--- config.mk ---
export PLATFORM = sky130hd
export DESIGN_NAME = uart_cmd_parser
export DESIGN_NICKNAME = d
export VERILOG_FILES = /design/src/rtl/uart_cmd_parser.sv
export SDC_FILE = /design/constraint.sdc
export NUM_CORES = 1
export LEC_CHECK = 0
export ABC_AREA = 0
export CAP_MARGIN = 25
export CELL_PAD_IN_SITES_DETAIL_PLACEMENT = 0
export CELL_PAD_IN_SITES_GLOBAL_PLACEMENT = 1
export CORE_MARGIN = 2
export CORE_UTILIZATION = 44
export CTS_CLUSTER_SIZE = 28
export DETAILED_ROUTE_END_ITERATION = 8
export PLACE_DENSITY_LB_ADDON = 0.25
export SYNTH_ARGS = -nofsm -noshare
export SYNTH_HDL_FRONTEND = slang
export SYNTH_SLANG_ARGS = --single-unit
--- constraint.sdc ---
create_clock -name baud_clk -period 4.43 [get_ports baud_clk]
set_input_delay 0.443 -clock baud_clk [delete_from_list [all_inputs] [get_ports baud_clk]]
set_output_delay 0.443 -clock baud_clk [all_outputs]
set_load 0.03 [all_outputs]
--- src/rtl/uart_cmd_parser.sv ---
// uart_cmd_parser
//   Frame parser sitting behind the UART receiver, in the baud_clk domain.
//   It hunts for HEADER, then collects address, length, payload and checksum
//   bytes. A frame whose checksum matches is held as a command on a
//   valid/ready handshake. The payload stays readable through rd_idx/rd_data
//   while the command is held.
//
// Ports
//   baud_clk     sampling clock shared with the UART receiver
//   rst          synchronous active-high reset
//   rx_data      received byte
//   rx_rcvd      received flag (level; one byte per rising edge)
//   rx_frameerr  stop-bit error for the current byte
//   rx_dataerr   parity error for the current byte
//   cmd_valid    command available (held until cmd_ready)
//   cmd_ready    consumer accepts the command
//   cmd_addr     command address byte
//   cmd_len      payload byte count
//   rd_idx       payload read index
//   rd_data      payload byte at rd_idx, 0 when rd_idx >= cmd_len
//   err_chk      one-cycle pulse: checksum mismatch
//   err_frame    one-cycle pulse: UART frame/parity error inside a frame
//   err_len      one-cycle pulse: length field above MAX_LEN
//   err_tmo      one-cycle pulse: inter-byte timeout inside a frame
//   err_ovf      one-cycle pulse: byte dropped while a command is held
//   busy         high whenever the parser is not idle
module uart_cmd_parser #(
    parameter logic [7:0] HEADER  = 8'hAA,
    parameter int         MAX_LEN = 16,
    parameter int         TIMEOUT = 2048,
    parameter int         CNT_W   = 12
) (
    input  logic       baud_clk,
    input  logic       rst,
    input  logic [7:0] rx_data,
    input  logic       rx_rcvd,
    input  logic       rx_frameerr,
    input  logic       rx_dataerr,
    output logic       cmd_valid,
    input  logic       cmd_ready,
    output logic [7:0] cmd_addr,
    output logic [7:0] cmd_len,
    input  logic [7:0] rd_idx,
    output logic [7:0] rd_data,
    output logic       err_chk,
    output logic       err_frame,
    output logic       err_len,
    output logic       err_tmo,
    output logic       err_ovf,
    output logic       busy
);

    localparam int             IDX_W     = (MAX_LEN > 1) ? $clog2(MAX_LEN) : 1;
    localparam int             BUF_D     = 1 << IDX_W;
    localparam logic [7:0]     MAX_LEN_B = 8'(MAX_LEN);
    // The counter is compared one short of TIMEOUT so the pulse lands exactly
    // TIMEOUT cycles after the last byte strobe.
    localparam logic [CNT_W-1:0] TMO_LAST = CNT_W'(TIMEOUT - 1);

    typedef enum logic [2:0] {
        IDLE,
        ADDR,
        LEN,
        DATA,
        CHK,
        HOLD
    } state_t;

    state_t           state;
    logic             rx_rcvd_d;
    logic [CNT_W-1:0] tmo_cnt;
    logic [7:0]       sum;
    logic [7:0]       ptr;
    logic [7:0]       addr_r;
    logic [7:0]       len_r;
    logic [7:0]       pbuf [0:BUF_D-1];

    logic byte_stb;
    logic byte_bad;
    logic buf_we;

    // One strobe per byte, however long rx_rcvd stays high.
    assign byte_stb = rx_rcvd & ~rx_rcvd_d;
    assign byte_bad = rx_frameerr | rx_dataerr;
    assign buf_we   = byte_stb & ~byte_bad & (state == DATA);

    assign busy    = (state != IDLE);
    assign rd_data = (rd_idx < cmd_len) ? pbuf[rd_idx[IDX_W-1:0]] : 8'h00;

    // Payload storage carries no reset; contents only matter once a frame
    // has been accepted, and nothing writes it outside DATA.
    always_ff @(posedge baud_clk) begin
        if (buf_we) begin
            pbuf[ptr[IDX_W-1:0]] <= rx_data;
        end
    end

    always_ff @(posedge baud_clk) begin
        if (rst) begin
            state     <= IDLE;
            rx_rcvd_d <= 1'b0;
            tmo_cnt   <= '0;
            sum       <= 8'h00;
            ptr       <= 8'h00;
            addr_r    <= 8'h00;
            len_r     <= 8'h00;
            cmd_valid <= 1'b0;
            cmd_addr  <= 8'h00;
            cmd_len   <= 8'h00;
            err_chk   <= 1'b0;
            err_frame <= 1'b0;
            err_len   <= 1'b0;
            err_tmo   <= 1'b0;
            err_ovf   <= 1'b0;
        end else begin
            rx_rcvd_d <= rx_rcvd;
            err_chk   <= 1'b0;
            err_frame <= 1'b0;
            err_len   <= 1'b0;
            err_tmo   <= 1'b0;
            err_ovf   <= 1'b0;

            case (state)
                IDLE: begin
                    tmo_cnt <= '0;
                    // Corrupted bytes outside a frame are dropped silently.
                    if (byte_stb && !byte_bad && rx_data == HEADER) begin
                        state <= ADDR;
                        sum   <= 8'h00;
                        ptr   <= 8'h00;
                    end
                end

                ADDR, LEN, DATA, CHK: begin
                    if (byte_stb) begin
                        // A byte in the timeout cycle wins over the timeout.
                        tmo_cnt <= '0;
                        if (byte_bad) begin
                            err_frame <= 1'b1;
                            state     <= IDLE;
                        end else begin
                            case (state)
                                ADDR: begin
                                    addr_r <= rx_data;
                                    sum    <= rx_data;
                                    state  <= LEN;
                                end
                                LEN: begin
                                    len_r <= rx_data;
                                    sum   <= sum + rx_data;
                                    if (rx_data > MAX_LEN_B) begin
                                        err_len <= 1'b1;
                                        state   <= IDLE;
                                    end else if (rx_data == 8'h00) begin
                                        state <= CHK;
                                    end else begin
                                        state <= DATA;
                                    end
                                end
                                DATA: begin
                                    ptr <= ptr + 8'd1;
                                    sum <= sum + rx_data;
                                    if (ptr == len_r - 8'd1) begin
                                        state <= CHK;
                                    end
                                end
                                default: begin
                                    if (rx_data == sum) begin
                                        state     <= HOLD;
                                        cmd_valid <= 1'b1;
                                        cmd_addr  <= addr_r;
                                        cmd_len   <= len_r;
                                    end else begin
                                        err_chk <= 1'b1;
                                        state   <= IDLE;
                                    end
                                end
                            endcase
                        end
                    end else if (tmo_cnt == TMO_LAST) begin
                        err_tmo <= 1'b1;
                        tmo_cnt <= '0;
                        state   <= IDLE;
                    end else begin
                        tmo_cnt <= tmo_cnt + CNT_W'(1);
                    end
                end

                HOLD: begin
                    tmo_cnt <= '0;
                    // The held command owns the buffer; any new byte is lost,
                    // even one arriving in the handshake cycle.
                    if (byte_stb) begin
                        err_ovf <= 1'b1;
                    end
                    if (cmd_ready) begin
                        cmd_valid <= 1'b0;
                        state     <= IDLE;
                    end
                end

                default: begin
                    state <= IDLE;
                end
            endcase
        end
    end

endmodule
# Word-level counts from Yosys, hierarchy flattened
# Memories as Yosys holds them, arrays and structs flattened.
# Index checks and enable logic that the tools add are counted.
# classes
shift,0
multipliers,0
eq_ne,19
n_addsub,4
n_reduce_logical,25
n_mux,37
order_cmp,2
div_mod_pow,0
bitwise,11
# op_table
cell,count
$mux W8,7
$pmux W8 S2,3
$mux W3,9
$mux W12,2
$pmux W12 S2,1
$pmux W3 S3,2
$eq A8 B8 Y1,2
$reduce_and A5 Y1,3
$ne A2 B2 Y1 const B,7
$add A12 B1 Y12 const B,1
$eq A12 B11 Y1 const B,1
$mux W1,12
$reduce_and A4 Y1,3
$reduce_or A3 Y1,3
$add A8 B1 Y8 const B,1
$add A8 B8 Y8,1
$eq A8 B8 Y1 const B,1
$gt A8 B5 Y1 const B,1
$logic_not A8 Y1,1
$lt A8 B8 Y1,1
$sub A8 B1 Y8 const B,1
$not A1 Y1,7
$reduce_or A7 Y1,1
$eq A3 B2 Y1 const B,2
16 further kinds,25
# totals
wordCells,114
input_bits,22
mem_bits_rw,128
latch_bits,0
regBits,70
n_memories,1
output_inout_bits,31
romBits,0
# memory_table
memory,words,word_bits,read_ports,rd_ports_with_merged_regs,wr,line_no,text
pbuf,16,8,1,0,1,76,logic [7:0] pbuf [0:BUF_D-1];

# Depth between registers and ports, before layout
# Gate-level depths: netlist of run 1.
# logic_depth
ltp_word,7
ltp_mapped,9
mapped_depth_nobuf,9

# Least setup slack after synthesis of run 1
# Ideal clock, no wire load.
# synth_path
kind,input-to-output
startpoint,in rd_idx[0]
endpoint,out rd_data[0]
setup_slack_ps,1810
n_path_buf,2
t_arrival_ps,2177
stages,5
required_time_ps,3987
cell_sequence,clkbuf_1 -> buf_2 -> mux4_2 -> mux4_2 -> a21boi_1
# synth_between
elab_chain_cells,2
word_cells_on_any_way,3
classes_between,order compare: 1; mux: 1; memory: 1
# synth_rtl
item,line_no,text
"start, declared",43,"input logic [7:0] rd_idx,"
$lt A8 B8 Y1 / $mem_v2 Z16 W8 (equally long branches),-,
$mux W8 *,88,assign rd_data = (rd_idx < cmd_len) ? pbuf[rd_idx[IDX_W-1:0]] : 8'h00;
"end, declared",44,"output logic [7:0] rd_data,"
# Every way passes the cells marked *; elsewhere a longest branch is shown, timed or not.

# Worst setup path in the final report of run 1
# layout_path
startpoint,in rd_idx[1]
endpoint,out rd_data[6]
# Same word-level chain as after synthesis.

==> results of run 1 <==
registers in the layout (all words and copies together) (netlist names), 3 cells and up:
name	flops
addr_r	8
cmd_addr	8
cmd_len	8
len_r	8
pbuf	128
ptr	8
state	3
sum	8
tmo_cnt	12
metrics by stage:
step                setup slack, ns  total power [uW]
floorplan                     1.810              2118
global placement             0.9234              2208
detailed placement           0.8907              2213
CTS                          0.8723              3738
global route                 0.7607              3834
finish                       0.8775              3711
Yosys cell counts, types with 2 or more instances:
master / count / area [um^2]
buf_1: 5 / 18.77
o211ai_1: 3 / 22.52
nor2_2: 2 / 12.51
nor2_1: 89 / 334.1
nand2b_1: 12 / 75.07
ha_1: 20 / 250.2
a21oi_1: 29 / 145.1
nor3_1: 17 / 85.08
inv_1: 23 / 86.33
or3_1: 5 / 31.28
clkbuf_1: 16 / 60.06
nand2_1: 44 / 165.2
o21ai_1: 7 / 35.03
mux2i_1: 25 / 250.2
mux4_2: 40 / 900.9
a21o_1: 4 / 30.03
a311oi_1: 7 / 61.31
nand3_1: 7 / 35.03
buf_2: 5 / 25.02
a31oi_1: 6 / 37.54
dfxtp_1: 70 / 1401
and3_1: 8 / 50.05
a21boi_1: 10 / 75.07
a32oi_1: 3 / 26.28
nor3b_1: 4 / 30.03
xnor2_1: 13 / 113.9
nand3b_1: 2 / 15.01
xor2_1: 5 / 43.79
nor2b_1: 5 / 31.28
o21ai_0: 12 / 60.06
edfxtp_1: 128 / 3844
nand4_1: 4 / 25.02
nor4_1: 7 / 43.79
worst reg2reg max path: cells and delay by family (launching register included):
kind             cells  cell delay (ns)
and+or+nand+nor      4             1.76
DFF                  1             0.59
worst paths after layout:
path | start | to | slack (ns) | cells past startpoint
max | rd_idx[1] | rd_data[6] | 0.88 | 9
min | addr_r[1]$_SDFFE_PP0P_ | addr_r[1]$_SDFFE_PP0P_ | 0.46 | 2
max reg2reg | state[1]$_SDFFE_PP0P_ | pbuf[4][2]$_DFFE_PP_ | 1.72 | 4
min reg2reg | addr_r[1]$_SDFFE_PP0P_ | addr_r[1]$_SDFFE_PP0P_ | 0.46 | 2
per-layer routing:
layer | global-route usage [%] | routed length [um]
met5 | 0 | 0
met2 | 34.12 | 10020
met1 | 26.89 | 8922
met4 | 6.796 | 366
met3 | 3.784 | 876
kinds of logic (layout without fill, tap and decap cells):
group	after synthesis	in the layout	share of synthesized area [%]
multiplexers	65	65	13.22
AND/OR/NAND/NOR	217	217	12.17
flip-flops	198	198	60.23
AO/OA/AOI/OAI	96	96	7.199
XOR/XNOR	18	18	1.810
buffers and inverters	50	124	2.270
adder cells (fa/ha/maj)	21	21	3.103
power by group through the flow:
| stage | clock network, uW | registers [uW] | logic, uW |
|---|---|---|---|
| 6_report | 1540 | 1960 | 207 |
| 2_1_floorplan | 0 | 2000 | 115 |
| 4_1_cts | 1570 | 1960 | 210 |
| 3_5_place_dp | 0 | 2000 | 209 |
| 5_1_grt | 1650 | 1960 | 223 |
| 3_3_place_gp | 0 | 2000 | 205 |
cell type report:
type / instances / area [um^2] / share of cell area [%]
clock buffers: 17 / 425.4 / 4.195
clock inverters: 15 / 165.2 / 1.629
inverters: 23 / 86.33 / 0.8514
multi-input cells: 417 / 3266 / 32.21
flip-flops and latches: 198 / 5245 / 51.73
well taps: 265 / 331.6 / 3.270
repair buffers: 69 / 620.6 / 6.120
==> flow_summary_export.csv, run 1 <==
group,metric,value,unit
worst_setup_path,cp_max_fo,14,
synth,seq_area_frac_synth,60.23,%
sta,setup_violations,0,
finish,layout_common_cells,"edfxtp_1, nor2_1, dfxtp_1",
finish,n_antenna_cell,0,
detailed_routing,wl_per_cell,20.11,um
worst_setup_path,cp-end-kind,"output pin",
place,io_buffers,52,
synth,ys.warnings.count,0,
synth,ys_ff_latch,198,
clocking,cts.clk_slew.worst_paths,0.08,ns
sta,rsz0062_at_grt,"false",
run,maxCapViolCount,0,
finish,nNetsFinal,769,
finish,area_growth,16.44,%
worst_setup_path,cpPeakStageDelay,0.69,ns
die,fp-row-count,51,
synth,synth_nets,708,
sta,fin_setup_tns,0,ns
clocking,cts_resized,0,
detailed_routing,antenna_left,0,
die,start_util,44.74,%
worst_setup_path,cp_data_required_time,3.99,ns
finish,final_common_cell,"edfxtp_1",
die,die-height,144.7,um
place,place_congestion,0.8223,
detailed_routing,routed_wl,20190,um
grt,antenna_found_initial,0,
status,status,"finished clean",
sta,relSlewSlack,34.69,%
sta,clock.fmax,0.2815,GHz
detailed_routing,via_count,5498,
clocking,clock_latency,0.44,ns
power_and_ir_drop,p_int,2813,uW
sta,skew,0.008872,ns
grt,track_usage,20.36,%
worst_setup_path,startpoint_type,"input pin",
sta,tightestPinTransition,0.9760,ns
clocking,cts.repair_timing.setup_buffer_count,0,
place,place_area,0.009549,mm^2
grt,grt_pass1_vias,5550,
clocking,clockBufferDepth,2,
power_and_ir_drop,netSwitchingPower,897.7,uW
worst_setup_path,path_cells,"clkdlybuf4s50_1, buf_4, ha_1, a21o_1, a21o_1, a211oi_1, o21ai_1, a21boi_1, clkdlybuf4s50_1",
power_and_ir_drop,power_density,366.0,mW/mm^2
synth,synth_cells,665,
synth,synth-async-reset-ratio,0,%
synth,netlist_area,0.008708,mm^2
finish,fillers,1650,
place,placed_cells,972,
detailed_routing,drc,0,
detailed_routing,dr.pass1.iters,5,
worst_setup_path,crit_path_top_delay_cell,"clkdlybuf4s50_1",
power_and_ir_drop,swShare,24.19,%
synth,ys.flop_type,"edfxtp_1",
hold_path,hold_class,"register to register",
die,die_w,144.7,um
die,ioPinCount,53,
sta,fin_hold_ws,0.4611,ns
power_and_ir_drop,p_clk_share,41.6,%
worst_setup_path,worstSetupPathType,"input pin to output pin",
detailed_routing,drtIter0Drc,338,
die,die-area,0.02093,mm^2
grt,grt_max_degree,39,
synth,avgSynthCellArea,13.10,um^2
clocking,cts.sinks,198,
finish,fin_area,0.01014,mm^2
clocking,htreeDepth,4,
finish,drive_gt1_share,14.88,%
synth,synth_edf_count,128,
sta,hold_violations,0,
power_and_ir_drop,seqPwrFrac,52.8,%
power_and_ir_drop,combPwrFrac,5.6,%
clocking,root_buffer,"clkbuf_16",
detailed_routing,via_per_inst,5.476,
finish,final_core_util,52.10,%
sta,min_period,3.553,ns
clocking,cts_tree,"done",
grt,grt_pass1_wl,31300,um
power_and_ir_drop,vdd_drop_max,0.2537,mV
finish,final_cell_count_no_fill,1004,
clocking,ctsHoldBuffers,0,
grt,grt_overflow,0,
sta,min_period_over_period,80.19,%
worst_setup_path,crit_family,"buffers and inverters",
worst_setup_path,path_buf_inv,3,
worst_setup_path,critPathArrivalTime,3.11,ns
power_and_ir_drop,p_leak,0.003345,uW
sta,final-max-slew-violation-count,0,
clocking,numCtsBuffers,17,
die,fp.coreArea,0.01946,mm^2
synth,yosysUniqueCellTypes,61,
place,place_hpwl,14030,um
(Power assumes the default switching activity.)
==> inputs of run 2 (changes only) <==
==> constraint.sdc (replaced) <==
create_clock -name baud_clk -period 3.6 [get_ports baud_clk]
set_input_delay 0.36 -clock baud_clk [delete_from_list [all_inputs] [get_ports baud_clk]]
set_output_delay 0.36 -clock baud_clk [all_outputs]
set_load 0.03 [all_outputs]
==> flow_summary_export.csv, run 2 (synthesized netlist as in run 1, its figures left out) <==
group,metric,value,unit
worst_setup_path,rrSetupSlack,1.10,ns
worst_setup_path,startpoint_type,"register",
grt,grt_pass1_vias,5416,
detailed_routing,antenna_left,0,
place,place_hpwl,13990,um
clocking,cts.sinks,198,
clocking,clockBufferDepth,2,
finish,multiInputGateArea,0.003266,mm^2
status,status,"finished clean",
die,ioPinCount,53,
power_and_ir_drop,vdd_drop_max,0.3374,mV
grt,track_usage,20.39,%
clocking,cts_resized,0,
die,start_util,44.74,%
sta,setup_violations,0,
place,io_buffers,52,
worst_setup_path,crit_family,"compound AO/OA/AOI/OAI gates",
worst_setup_path,crit_path_top_delay_cell,"dfxtp_1",
worst_setup_path,reg2reg_to,"tmo_cnt[1]$_SDFFE_PP0P_",
finish,final_common_cell,"edfxtp_1",
hold_path,hold_class,"input pin to register",
worst_setup_path,crit_end,"rd_data[5]",
sta,skew,0.01471,ns
grt,grt_max_degree,51,
die,die-area,0.02093,mm^2
die,die-height,144.7,um
sta,min_period,3.135,ns
grt,grt_pass1_wl,31040,um
power_and_ir_drop,p_leak,0.003419,uW
sta,relSlewSlack,45.78,%
detailed_routing,drtIter0Drc,414,
finish,largest_register_ff_count,128,
finish,nNetsFinal,782,
sta,min_period_over_period,87.09,%
worst_setup_path,timing.critical_path.mode_cell,"a21o_1",
finish,final_cell_count_no_fill,1018,
worst_setup_path,path_buf_inv,2,
finish,layout_common_cells,"edfxtp_1, nor2_1, dfxtp_1",
sta,rsz0062_at_grt,"false",
sta,final-max-slew-violation-count,0,
worst_setup_path,rr_worst_depth,6,
detailed_routing,routed_wl,20400,um
sta,fin_setup_tns,0,ns
worst_setup_path,critPathLaunch,"cmd_len[1]$_SDFFE_PP0P_",
die,fp.coreArea,0.01946,mm^2
clocking,cts.clk_slew.worst_paths,0.08,ns
worst_setup_path,cp-end-kind,"output pin",
sta,clock.fmax,0.3190,GHz
clocking,ctsHoldBuffers,0,
worst_setup_path,worstSetupPathType,"register to output pin",
sta,tightestPinTransition,0.8071,ns
sta,hold_violations,0,
clocking,htreeDepth,4,
finish,drive_gt1_share,16.36,%
detailed_routing,wl_per_cell,20.04,um
run,maxCapViolCount,0,
die,fp-row-count,51,
hold_path,min-delay-start,"rst",
power_and_ir_drop,power_density,440.8,mW/mm^2
grt,grt_overflow,0,
clocking,root_buffer,"clkbuf_16",
detailed_routing,via_per_inst,5.469,
clocking,numCtsBuffers,17,
worst_setup_path,cp_max_fo,8,
detailed_routing,drc,0,
worst_setup_path,crit_cells,8,
detailed_routing,dr.pass1.iters,4,
place,placed_cells,985,
worst_setup_path,cpPeakStageDelay,0.44,ns
worst_setup_path,worstReg2RegStart,"state[2]$_SDFFE_PP0P_",
worst_setup_path,critPathArrivalTime,2.78,ns
die,die_w,144.7,um
finish,fillers,1655,
detailed_routing,via_count,5567,
clocking,cts_tree,"done",
grt,antenna_found_initial,1,
finish,regArea,0.005245,mm^2
finish,area_growth,17.60,%
clocking,cts.repair_timing.setup_buffer_count,0,
place,place_congestion,0.8327,
clocking,clock_latency,0.44,ns
worst_setup_path,cp_data_required_time,3.24,ns
worst_setup_path,path_cells,"inv_1, ha_1, a21o_1, a21o_1, a211oi_1, o21ai_1, a21boi_1, buf_4",
## run 2: cell types whose count changed in the layout (fill, tap and decap cells not counted), sizes merged
cell	change
clkinvlp	-1
inv	-2
clkdlybuf4s50	-1
diode	+1
buf	+14
clkinv	+3
## run 2: layout make-up
cell class / count / area share [%]
timing repair buffer: 82 / 7.111
tap: 265 / 3.238
clock inverter: 15 / 1.527
multi-input combinational: 417 / 31.89
sequential: 198 / 51.22
inverter: 23 / 0.8430
antenna: 1 / 0.02443
clock buffer: 17 / 4.154
## run 2: metal layers
metal	wire length, um	up-vias	global-route usage (%)
met5	0	-	0
met4	363	0	7.052
met3	938	23	4.640
met2	10200	150	34.12
met1	8902	2741	26.32
li1	-	2653	-
## run 2: power breakdown
part | leakage [uW] | switching (uW) | total (uW) | internal (uW)
clock | 0.000280 | 923 | 1850 | 929
sequential | 0.00171 | 2.31 | 2410 | 2410
combinational | 0.00143 | 139 | 249 | 109
## run 2: worst min path at each step
stage,to,slack (ns),cells after the start
after global placement,addr_r[6]$_SDFFE_PP0P_,0.45,2
after detailed placement,addr_r[6]$_SDFFE_PP0P_,0.45,2
after CTS,cmd_addr[7]$_SDFFE_PP0P_,0.30,2
after global routing,cmd_addr[6]$_SDFFE_PP0P_,0.34,2
final,cmd_addr[7]$_SDFFE_PP0P_,0.31,2
after floorplan,addr_r[0]$_SDFFE_PP0P_,0.44,2
## run 2: through the flow
stage / hold WS, ns / worst slack [ns] / total power, uW / util (%) / area, um^2
floorplan: 0.4360 / 1.146 / 2607 / - / 8708
global placement: 0.4539 / 0.5983 / 2713 / 49.62 / 9657
detailed placement: 0.4525 / 0.5350 / 2718 / 49.62 / 9657
CTS: 0.2962 / 0.4356 / 4550 / 52.61 / 10240
global route: 0.3366 / 0.3515 / 4664 / 52.61 / 10240
finish: 0.3108 / 0.4649 / 4514 / 52.62 / 10240
==> inputs of run 3 (changes only) <==
--- a/config.mk
+++ b/config.mk
@@ -11,7 +11,6 @@
 export CELL_PAD_IN_SITES_GLOBAL_PLACEMENT = 1
 export CORE_MARGIN = 2
 export CORE_UTILIZATION = 44
-export CTS_CLUSTER_SIZE = 28
 export DETAILED_ROUTE_END_ITERATION = 8
 export PLACE_DENSITY_LB_ADDON = 0.25
 export SYNTH_ARGS = -nofsm -noshare
==> results of run 3 <==
Final layout, timing and power as in run 2 (identical DEF).
